File: src/rtl/serial_mag_comparator_if.sv
// Handshake and operand bundle for the bit-serial magnitude comparator.
// The master issues compares; the slave (the comparator) returns the one-hot result.
interface serial_mag_comparator_if #(
    parameter int unsigned WIDTH = 8
);
    logic             start;
    logic [WIDTH-1:0] a_in;
    logic [WIDTH-1:0] b_in;
    logic             busy;
    logic             done;
    logic             gt;
    logic             eq;
    logic             lt;

    modport master (
        output start, a_in, b_in,
        input  busy, done, gt, eq, lt
    );

    modport slave (
        input  start, a_in, b_in,
        output busy, done, gt, eq, lt
    );
endinterface

File: src/rtl/serial_mag_comparator.sv
// Bit-serial unsigned magnitude comparator: scans operands MSB first, one bit per clock,
// and reports a registered one-hot GT/EQ/LT result alongside a single-cycle done pulse.
module serial_mag_comparator #(
    parameter int unsigned WIDTH      = 8,
    parameter bit          EARLY_EXIT = 1'b1
) (
    input logic                   clk,
    input logic                   rst,
    serial_mag_comparator_if.slave bus
);

    localparam int unsigned IdxW = (WIDTH > 1) ? $clog2(WIDTH) : 1;

    typedef enum logic [1:0] {
        StIdle,
        StCompare,
        StDone
    } state_e;

    state_e           state_q;
    logic [WIDTH-1:0] a_q;
    logic [WIDTH-1:0] b_q;
    logic [IdxW-1:0]  idx_q;
    logic             found_q;
    logic             rec_gt_q;
    logic             busy_q;
    logic             done_q;
    logic             gt_q;
    logic             eq_q;
    logic             lt_q;

    logic bit_gt;
    logic bit_lt;
    logic bit_diff;
    logic last_bit;

    // 1-bit compare cell on the currently selected operand bit.
    always_comb begin
        bit_gt   = a_q[idx_q] & ~b_q[idx_q];
        bit_lt   = ~a_q[idx_q] & b_q[idx_q];
        bit_diff = bit_gt | bit_lt;
        last_bit = (idx_q == '0) || (EARLY_EXIT && bit_diff);
    end

    always_ff @(posedge clk) begin
        if (rst) begin
            state_q  <= StIdle;
            a_q      <= '0;
            b_q      <= '0;
            idx_q    <= '0;
            found_q  <= 1'b0;
            rec_gt_q <= 1'b0;
            busy_q   <= 1'b0;
            done_q   <= 1'b0;
            gt_q     <= 1'b0;
            eq_q     <= 1'b0;
            lt_q     <= 1'b0;
        end else begin
            done_q <= 1'b0;
            unique case (state_q)
                StIdle: begin
                    if (bus.start) begin
                        a_q      <= bus.a_in;
                        b_q      <= bus.b_in;
                        idx_q    <= IdxW'(WIDTH - 1);
                        found_q  <= 1'b0;
                        rec_gt_q <= 1'b0;
                        gt_q     <= 1'b0;
                        eq_q     <= 1'b0;
                        lt_q     <= 1'b0;
                        busy_q   <= 1'b1;
                        state_q  <= StCompare;
                    end
                end
                StCompare: begin
                    // Only the MSB-most difference is kept; later bits cannot override it.
                    if (!found_q && bit_diff) begin
                        found_q  <= 1'b1;
                        rec_gt_q <= bit_gt;
                    end
                    if (last_bit) begin
                        state_q <= StDone;
                        done_q  <= 1'b1;
                        gt_q    <= found_q ? rec_gt_q : bit_gt;
                        lt_q    <= found_q ? ~rec_gt_q : bit_lt;
                        eq_q    <= ~found_q & ~bit_diff;
                    end else begin
                        idx_q <= idx_q - IdxW'(1);
                    end
                end
                StDone: begin
                    busy_q  <= 1'b0;
                    state_q <= StIdle;
                end
                default: begin
                    state_q <= StIdle;
                end
            endcase
        end
    end

    assign bus.busy = busy_q;
    assign bus.done = done_q;
    assign bus.gt   = gt_q;
    assign bus.eq   = eq_q;
    assign bus.lt   = lt_q;

endmodule

File: src/flat_wrapper.sv
// flat-port wrapper written by rule: the top's interface ports become plain ports
module serial_mag_comparator_flat 
#(
    parameter int unsigned WIDTH      = 8,
    parameter bit          EARLY_EXIT = 1'b1
)
  (clk, rst, bus_start, bus_a_in, bus_b_in, bus_busy, bus_done, bus_gt, bus_eq, bus_lt);
  serial_mag_comparator_if #(.WIDTH(WIDTH)) bus_i ();
  input logic clk;
  input logic rst;
  input wire logic [$bits(bus_i.start)-1:0] bus_start;
  input wire logic [$bits(bus_i.a_in)-1:0] bus_a_in;
  input wire logic [$bits(bus_i.b_in)-1:0] bus_b_in;
  output wire logic [$bits(bus_i.busy)-1:0] bus_busy;
  output wire logic [$bits(bus_i.done)-1:0] bus_done;
  output wire logic [$bits(bus_i.gt)-1:0] bus_gt;
  output wire logic [$bits(bus_i.eq)-1:0] bus_eq;
  output wire logic [$bits(bus_i.lt)-1:0] bus_lt;
  assign bus_i.start = bus_start;
  assign bus_i.a_in = bus_a_in;
  assign bus_i.b_in = bus_b_in;
  assign bus_busy = bus_i.busy;
  assign bus_done = bus_i.done;
  assign bus_gt = bus_i.gt;
  assign bus_eq = bus_i.eq;
  assign bus_lt = bus_i.lt;
  serial_mag_comparator #(.WIDTH(WIDTH), .EARLY_EXIT(EARLY_EXIT)) u_core (.clk(clk), .rst(rst), .bus(bus_i));
endmodule
File: config.mk
export PLATFORM = sky130hd
export DESIGN_NAME = serial_mag_comparator_flat
export DESIGN_NICKNAME = d
export VERILOG_FILES = /design/src/rtl/serial_mag_comparator_if.sv /design/src/rtl/serial_mag_comparator.sv /design/src/flat_wrapper.sv
export SDC_FILE = /design/constraint.sdc
export NUM_CORES = 1
export LEC_CHECK = 0
export ABC_AREA = 1
export CAP_MARGIN = 20
export CORE_MARGIN = 1
export CORE_UTILIZATION = 54
export DETAILED_ROUTE_END_ITERATION = 10
export PLACE_DENSITY = 0.82
export SLEW_MARGIN = 20
export SYNTH_ARGS = -nofsm -noshare
export SYNTH_HDL_FRONTEND = slang
export SYNTH_SLANG_ARGS = --single-unit
File: constraint.sdc
create_clock -name clk -period 6 [get_ports clk]
set_clock_uncertainty 0.15 [all_clocks]
set_input_delay 0.6 -clock clk [delete_from_list [all_inputs] [get_ports clk]]
set_output_delay 0.6 -clock clk [all_outputs]
set_load 0.01 [all_outputs]
==> summary.log, run 1 <==
qor: logic_synthesis.post-synth-top-count-cell nor2_1
qor: worst_hold_path.timing.hold.worst.class reg -> reg
qor: global_routing.grt_use_total 0.228
qor: global_routing.gr-usage-met2 0.421
qor: clock_tree.hold_buffers 0
qor: clock_tree.cts.htree.levels 1
qor: timing.setup_tns 0 ns
qor: clock_tree.post_cts_sizing_count 0
qor: logic_synthesis.synthCells 187
qor: logic_synthesis.synthesis.area 0.00130 mm²
qor: worst_setup_path.cp_data_required_time 6.11 ns
qor: floorplan.die_y 51.1 µm
qor: worst_setup_path.cp-endpoint u_core.idx_q[2]
qor: logic_synthesis.synth.ff_latch_count 28
qor: clock_tree.cts_tree done
qor: clock_tree.postCtsSetupRepairBufs 0
qor: place.placed_area 0.00153 mm²
qor: finish.antenna_cells 0
qor: global_routing.gr-max-usage-layer met2
qor: finish.finalInstanceArea 0.00157 mm²
qor: global_routing.global_route.usage.met1 0.259
qor: logic_synthesis.ys.flop_type dfxtp_1
qor: place.place.detailed.hpwl 1940 µm
qor: clock_tree.insertion_delay 0.33 ns
qor: floorplan.fp.coreArea 0.00223 mm²
qor: global_routing.grt_overflow_total 0
qor: worst_setup_path.r2r_setup_slack 3.72 ns
qor: detailed_routing.initialDrtViolationCount 15
qor: timing.max_freq 439 MHz
qor: finish.final_layout_size_suffix_gt1_frac 0.0769
qor: logic_synthesis.largest_cells_by_area_after_synthesis dfxtp_1 43%, nor2_1 16%, nand2_1 8.1%
qor: floorplan.initial_core_util 0.583
qor: worst_setup_path.r2r_start u_core.idx_q[0]
qor: clock_tree.clkTransAtPathRegs 0.14 ns
qor: clock_tree.clk_root_buffer_cell clkbuf_4
qor: floorplan.placement_rows 17
qor: power.total_leakage_power 0.682 nW
qor: power.power.density 333 mW/mm²
qor: run_status.run_status finished clean
qor: detailed_routing.mean_routed_wirelength_per_cell 10.6 µm
qor: logic_synthesis.net_count_synth 210
qor: global_routing.grt_antenna_before_repair 0
qor: logic_synthesis.ys_top_cells_by_count 56 x nor2_1, 28 x dfxtp_1, 28 x nand2_1
qor: worst_setup_path.worstSetupStartpointType flop
qor: worst_setup_path.r2r_cells 10
qor: detailed_routing.drcViolationCount 0
qor: timing.slew_viol_final 0
qor: logic_synthesis.synth.yosys.warnings 0
qor: timing.report.final.setup_viol 0
qor: worst_setup_path.worstPathMaxFanout 11
qor: logic_synthesis.synthDominantCellAreaShare 0.431
qor: detailed_routing.antenna_violating_nets_post_route 0
qor: clock_tree.numCtsBuffers 3
qor: logic_synthesis.synth_largest_area_cell dfxtp_1
qor: logic_synthesis.synth_enable_flop_cells 0
qor: timing.rsz0062_at_grt false
qor: logic_synthesis.synth_sequential_area_ratio 0.431
qor: global_routing.grtUsageMet3 0.0446
qor: logic_synthesis.synth.avg_cell_area 6.96 µm²
qor: global_routing.grt_pass1_vias 1117
qor: worst_setup_path.critical_path.reg2reg.endpoint u_core.idx_q[2]
qor: logic_synthesis.netlist-cell-type-count 19
qor: global_routing.grt_first_pass_wirelength 4540 µm
qor: global_routing.grt_max_degree 25
qor: floorplan.fp.dieW 51.1 µm
qor: timing.final.min_clock_period 2.28 ns
qor: detailed_routing.drt_total_wl 2500 µm
qor: worst_setup_path.crit_path_start u_core.idx_q[0]
qor: timing.final_hold_viol_count 0
qor: logic_synthesis.async_flop_share 0
qor: place.io_buffers 23
qor: timing.final_min_period_over_clock_period 0.380
qor: place.globalplace.congestion 0.811
qor: timing.max_slew.worst_pin.slew 0.588 ns
qor: detailed_routing.drtPass1Iterations 4
qor: clock_tree.max-clock-path-buffers 2
qor: detailed_routing.via_per_inst 5.22
qor: worst_setup_path.cp_data_arrival_time 2.39 ns
qor: detailed_routing.vias 1233
qor: power.ir_drop 0.220 mV
qor: clock_tree.cts.sink_count 28
qor: floorplan.die_area 0.00261 mm²
qor: floorplan.io_pins 24
qor: job.max_cap_violations 0
qor: finish.final_net_count 232
qor: worst_setup_path.crit_type reg -> reg
qor: worst_setup_path.setup.worst_path.end_class flop
qor: timing.max-slew-margin-rel 0.607
qor: finish.area_delta_synth_final 20.7%
stage by stage:
stage	hold WS [ns]	cells	setup slack, ns	total power [mW]	util
detailed placement	0.312	232	3.69	0.437	0.687
CTS	0.331	236	3.74	0.525	0.703
global placement	0.304	232	3.75	0.431	0.687
global route	0.346	236	3.52	0.568	0.703
finish	0.329	236	3.72	0.523	0.703
floorplan	0.292	187	4.13	0.386	-
power breakdown:
group / leakage, nW / switching [mW] / internal [mW]
Sequential: 0.231 / 0.0240 / 0.215
Combinational: 0.430 / 0.115 / 0.0787
Clock: 0.0210 / 0.0532 / 0.0372
Total: 0.682 / 0.192 / 0.331
critical path, stage by stage, from the launching register on:
cell     delay [ns]
dfxtp_1        0.58
inv_2          0.16
o21ai_0        0.25
nand2_1        0.08
nand2_1        0.06
nand2_1        0.05
ha_1           0.40
nand3_4        0.15
nand2_2        0.11
nand2_1        0.07
a21oi_1        0.15
flip-flops by register name (all words and copies together) (netlist names):
name,flops
u_core.rec_gt_q,1
u_core.bus.lt,1
u_core.state_q,2
u_core.b_q,8
u_core.bus.gt,1
u_core.idx_q,3
u_core.a_q,8
u_core.bus.done,1
u_core.bus.busy,1
u_core.found_q,1
u_core.bus.eq,1
placed cells by master (no fill, tap or decap):
| cell | count |
|---|---|
| a21oi_2 | 1 |
| a21oi_1 | 8 |
| o21ai_0 | 13 |
| nand2_2 | 3 |
| clkbuf_8 | 1 |
| inv_2 | 5 |
| o21ai_1 | 16 |
| nand3_2 | 1 |
| clkdlybuf4s50_1 | 23 |
| nor2_1 | 56 |
| nand3_4 | 1 |
| nor2_4 | 1 |
| ha_1 | 4 |
| nand2_1 | 28 |
| nand3_1 | 8 |
| clkbuf_4 | 3 |
| inv_1 | 7 |
| and3_1 | 1 |
| dfxtp_1 | 28 |
cell families (layout without fill, tap and decap cells):
kind of cell	Yosys count	after routing	share of synthesized area
and+or+nand+nor	99	99	0.322
AOI/OAI and AO/OA	38	38	0.149
DFF	28	28	0.431
buffers and inverters	18	39	0.0596
adders and majority gates	4	4	0.0385
final cells by class:
type	instances	area [µm²]
Multi-Input combinational cell	141	663
Fill cell	206	663
Sequential cell	28	561
Timing Repair Buffer	23	230
Inverter	12	45.0
Clock buffer	4	36.3
Tap cell	28	35.0
worst min-delay path by stage:
stage	endpoint	start	cells after the start	slack [ns]
floorplan	u_core.rec_gt_q	u_core.rec_gt_q	2	0.29
global placement	u_core.bus.lt	u_core.bus.lt	2	0.30
detailed placement	u_core.rec_gt_q	u_core.rec_gt_q	2	0.31
CTS	u_core.rec_gt_q	u_core.rec_gt_q	2	0.33
global route	u_core.rec_gt_q	u_core.rec_gt_q	2	0.35
finish	u_core.rec_gt_q	u_core.rec_gt_q	2	0.33
metal layers:
layer	vias up	part of all wire
met5	-	0
met4	0	0.012
met3	6	0.037
met2	22	0.50
met1	565	0.45
li1	640	-
Note: power is estimated with default switching activity, not from simulation.
==> inputs of run 2 (changes only) <==
--- a/config.mk
+++ b/config.mk
@@ -8,9 +8,9 @@
 export ABC_AREA = 1
 export CAP_MARGIN = 20
 export CORE_MARGIN = 1
-export CORE_UTILIZATION = 54
+export CORE_UTILIZATION = 46
 export DETAILED_ROUTE_END_ITERATION = 10
-export PLACE_DENSITY = 0.82
+export PLACE_DENSITY = 0.74
 export SLEW_MARGIN = 20
 export SYNTH_ARGS = -nofsm -noshare
 export SYNTH_HDL_FRONTEND = slang
==> constraint.sdc (replaced) <==
create_clock -name clk -period 1.86 [get_ports clk]
set_clock_uncertainty 0.15 [all_clocks]
set_input_delay 0.186 -clock clk [delete_from_list [all_inputs] [get_ports clk]]
set_output_delay 0.186 -clock clk [all_outputs]
set_load 0.01 [all_outputs]
==> run 2 against run 1 <==
The run now ends with negative setup slack left. Non-clock buffer count is 16 higher. Sequential cell count stayed put. Die area is 17% higher. Largest power group is now combinational logic.
==> summary.log, run 2 (synthesis gave the netlist of run 1 again) <==
qor: floorplan.io_pins 24 [unchanged]
qor: finish.final_net_count 248 [+6.9%]
qor: timing.max_slew.worst_pin.slew 0.375 ns [-0.213 ns]
qor: floorplan.fp.coreArea 0.00257 mm² [+15%]
qor: worst_setup_path.critical_path.reg2reg.endpoint u_core.bus.eq
qor: detailed_routing.drcViolationCount 0 [unchanged]
qor: worst_setup_path.r2r_start u_core.idx_q[0]
qor: finish.layout_common_cells 47 x nor2_1, 27 x dfxtp_1, 23 x nand2_1, 23 x clkdlybuf4s50_1, 22 x o21ai_1
qor: clock_tree.clkTransAtPathRegs 0.15 ns [about the same]
qor: run_status.failed_checks negative setup slack
qor: worst_setup_path.cp-endpoint u_core.bus.eq
qor: finish.largest_registers u_core.a_q (8), u_core.b_q (8), u_core.idx_q (3)
qor: place.dp_cells 245 [+5.6%]
qor: global_routing.grt_use_total 0.221 [-0.00688]
qor: finish.antenna_cells 0 [unchanged]
qor: detailed_routing.drtPass1Iterations 4 [unchanged]
qor: finish.area_delta_synth_final 38.1%
qor: worst_setup_path.cp_data_arrival_time 2.02 ns [-0.37 ns]
qor: global_routing.grt_overflow_total 0 [unchanged]
qor: clock_tree.cts.htree.levels 1 [unchanged]
qor: global_routing.grt_pass1_vias 1184 [+6.0%]
qor: finish.finish.cell_count_without_fillers 254 [+7.6%]
qor: worst_setup_path.worstSetupStartpointType flop
qor: worst_setup_path.cp_data_required_time 1.96 ns [-4.15 ns]
qor: timing.max_freq 522 MHz [+19%]
qor: detailed_routing.drt_total_wl 2960 µm [+19%]
qor: clock_tree.max-clock-path-buffers 2 [unchanged]
qor: global_routing.grt_antenna_before_repair 0 [unchanged]
qor: floorplan.fp.dieW 55.2 µm [+8.0%]
qor: floorplan.die_y 55.2 µm [+8.0%]
qor: worst_setup_path.r2r_cells 13 [+3]
qor: clock_tree.hold_buffers 0 [unchanged]
qor: timing.final_min_period_over_clock_period 1.03 [+0.650]
qor: timing.slew_viol_final 0 [unchanged]
qor: detailed_routing.mean_routed_wirelength_per_cell 11.7 µm [+10%]
qor: power.power.density 1100 mW/mm² [+230%]
qor: detailed_routing.vias 1300 [+5.4%]
qor: place.placed_area 0.00163 mm² [+6.4%]
qor: timing.report.final.setup_viol 7 [+7]
qor: timing.final.min_clock_period 1.92 ns [-0.365 ns]
qor: detailed_routing.antenna_violating_nets_post_route 0 [unchanged]
qor: floorplan.placement_rows 18 [+1]
qor: floorplan.die_area 0.00305 mm² [+17%]
qor: worst_setup_path.crit_path_start u_core.idx_q[0]
qor: timing.max-slew-margin-rel 0.749 [+0.142]
qor: clock_tree.cts.sink_count 28 [unchanged]
qor: worst_setup_path.crit_type reg -> reg
qor: worst_setup_path.setup.worst_path.end_class flop
qor: job.max_cap_violations 0 [unchanged]
qor: worst_hold_path.min-delay-start bus_b_in[3]
qor: timing.final.hold.worst_slack 0.279 ns [-0.0509 ns]
qor: place.io_buffers 23 [unchanged]
qor: global_routing.grt_first_pass_wirelength 4740 µm [+4.4%]
qor: timing.rsz0062_at_grt true
qor: timing.finalWorstSetupSlack -0.0554 ns [-3.78 ns]
qor: global_routing.grt_max_degree 17 [-32%]
qor: detailed_routing.via_per_inst 5.12 [-2.0%]
qor: clock_tree.insertion_delay 0.33 ns [about the same]
qor: run_status.run_status finished with violations
qor: clock_tree.cts_tree done
qor: timing.final_hold_viol_count 0 [unchanged]
qor: finish.most_common_library_cell_in_the_layout_ignoring_fill_and_taps nor2_1
qor: worst_setup_path.r2r_setup_slack -0.06 ns [-3.78 ns]
qor: finish.final_layout_size_suffix_gt1_frac 0.246 [+0.169]
qor: worst_setup_path.worstPathMaxFanout 8 [-3]
qor: place.place.detailed.hpwl 2130 µm [+9.8%]
qor: worst_hold_path.timing.hold.worst.class in -> reg
qor: place.globalplace.congestion 0.857 [+5.6%]
qor: finish.finalInstanceArea 0.00180 mm² [+14%]
qor: detailed_routing.initialDrtViolationCount 14 [-1]
qor: power.ir_drop 0.749 mV [+240%]
qor: finish.layout.core_utilization 0.700 [-0.00328]
qor: floorplan.initial_core_util 0.507 [-0.0758]
qor: clock_tree.clk_root_buffer_cell clkbuf_4
qor: power.total_leakage_power 0.770 nW [+13%]
qor: clock_tree.numCtsBuffers 3 [unchanged]
[run 2: changes by cell type in the layout (fill, tap and decap cells not counted), moves of 5 or more]
cell     change
buf_4       +13
nor2_1       -9
o21ai_0      -8
nor2_2       +7
o21ai_1      +6
nand2_1      -5
[run 2: routing by layer]
metal / global-route usage / vias up / part of all wire
met5: 0 / - / 0
met4: 0.113 / 0 / 0.0088
met3: 0.0492 / 3 / 0.031
met2: 0.404 / 23 / 0.50
met1: 0.234 / 600 / 0.46
li1: - / 674 / -
[run 2: timing repair]
item                                    CTS  global route
endpoints found under the setup margin    9             9
gates resized for setup                  14            24
pin swaps                                 7            15
buffers inserted                          3             2
[run 2: worst max-delay path, stage by stage (launching register included)]
cell	delay, ns
dfxtp_4	0.39
buf_6	0.14
nor2_4	0.06
nor2_1	0.04
o21ai_1	0.12
nand2_1	0.07
nand2_1	0.08
nand2_2	0.06
ha_4	0.30
nand3_4	0.15
nand2_4	0.13
nand2_2	0.05
nand2_1	0.05
nor2_1	0.05
[run 2: cell type report]
type / count / area, µm²
Multi-Input combinational cell: 141 / 752
Fill cell: 213 / 771
Sequential cell: 28 / 564
Clock buffer: 4 / 36.3
Tap cell: 30 / 37.5
Inverter: 12 / 45.0
Timing Repair Buffer: 39 / 362
[run 2: stage by stage]
step,TNS [ns],power (mW),worst slack [ns]
global route,-0.941,2.11,-0.141
finish,-0.202,1.97,-0.0554
detailed placement,-0.530,1.53,-0.0897
CTS,-0.0206,1.88,-0.0108
floorplan,0,1.28,0.0480
global placement,-0.157,1.51,-0.0566
[run 2: where the power goes]
group / leakage (nW) / switching (mW) / total [mW] / internal (mW)
clock: 0.0210 / 0.183 / 0.303 / 0.120
combinational: 0.517 / 0.481 / 0.899 / 0.417
sequential: 0.232 / 0.0756 / 0.773 / 0.697
total: 0.770 / 0.740 / 1.97 / 1.23
[run 2: worst min-delay path by stage]
stage / to / cells past startpoint
floorplan: u_core.bus.busy / 1
global placement: u_core.bus.lt / 2
detailed placement: u_core.rec_gt_q / 2
CTS: u_core.b_q[3] / 3
global route: u_core.a_q[5] / 3
finish: u_core.b_q[3] / 3
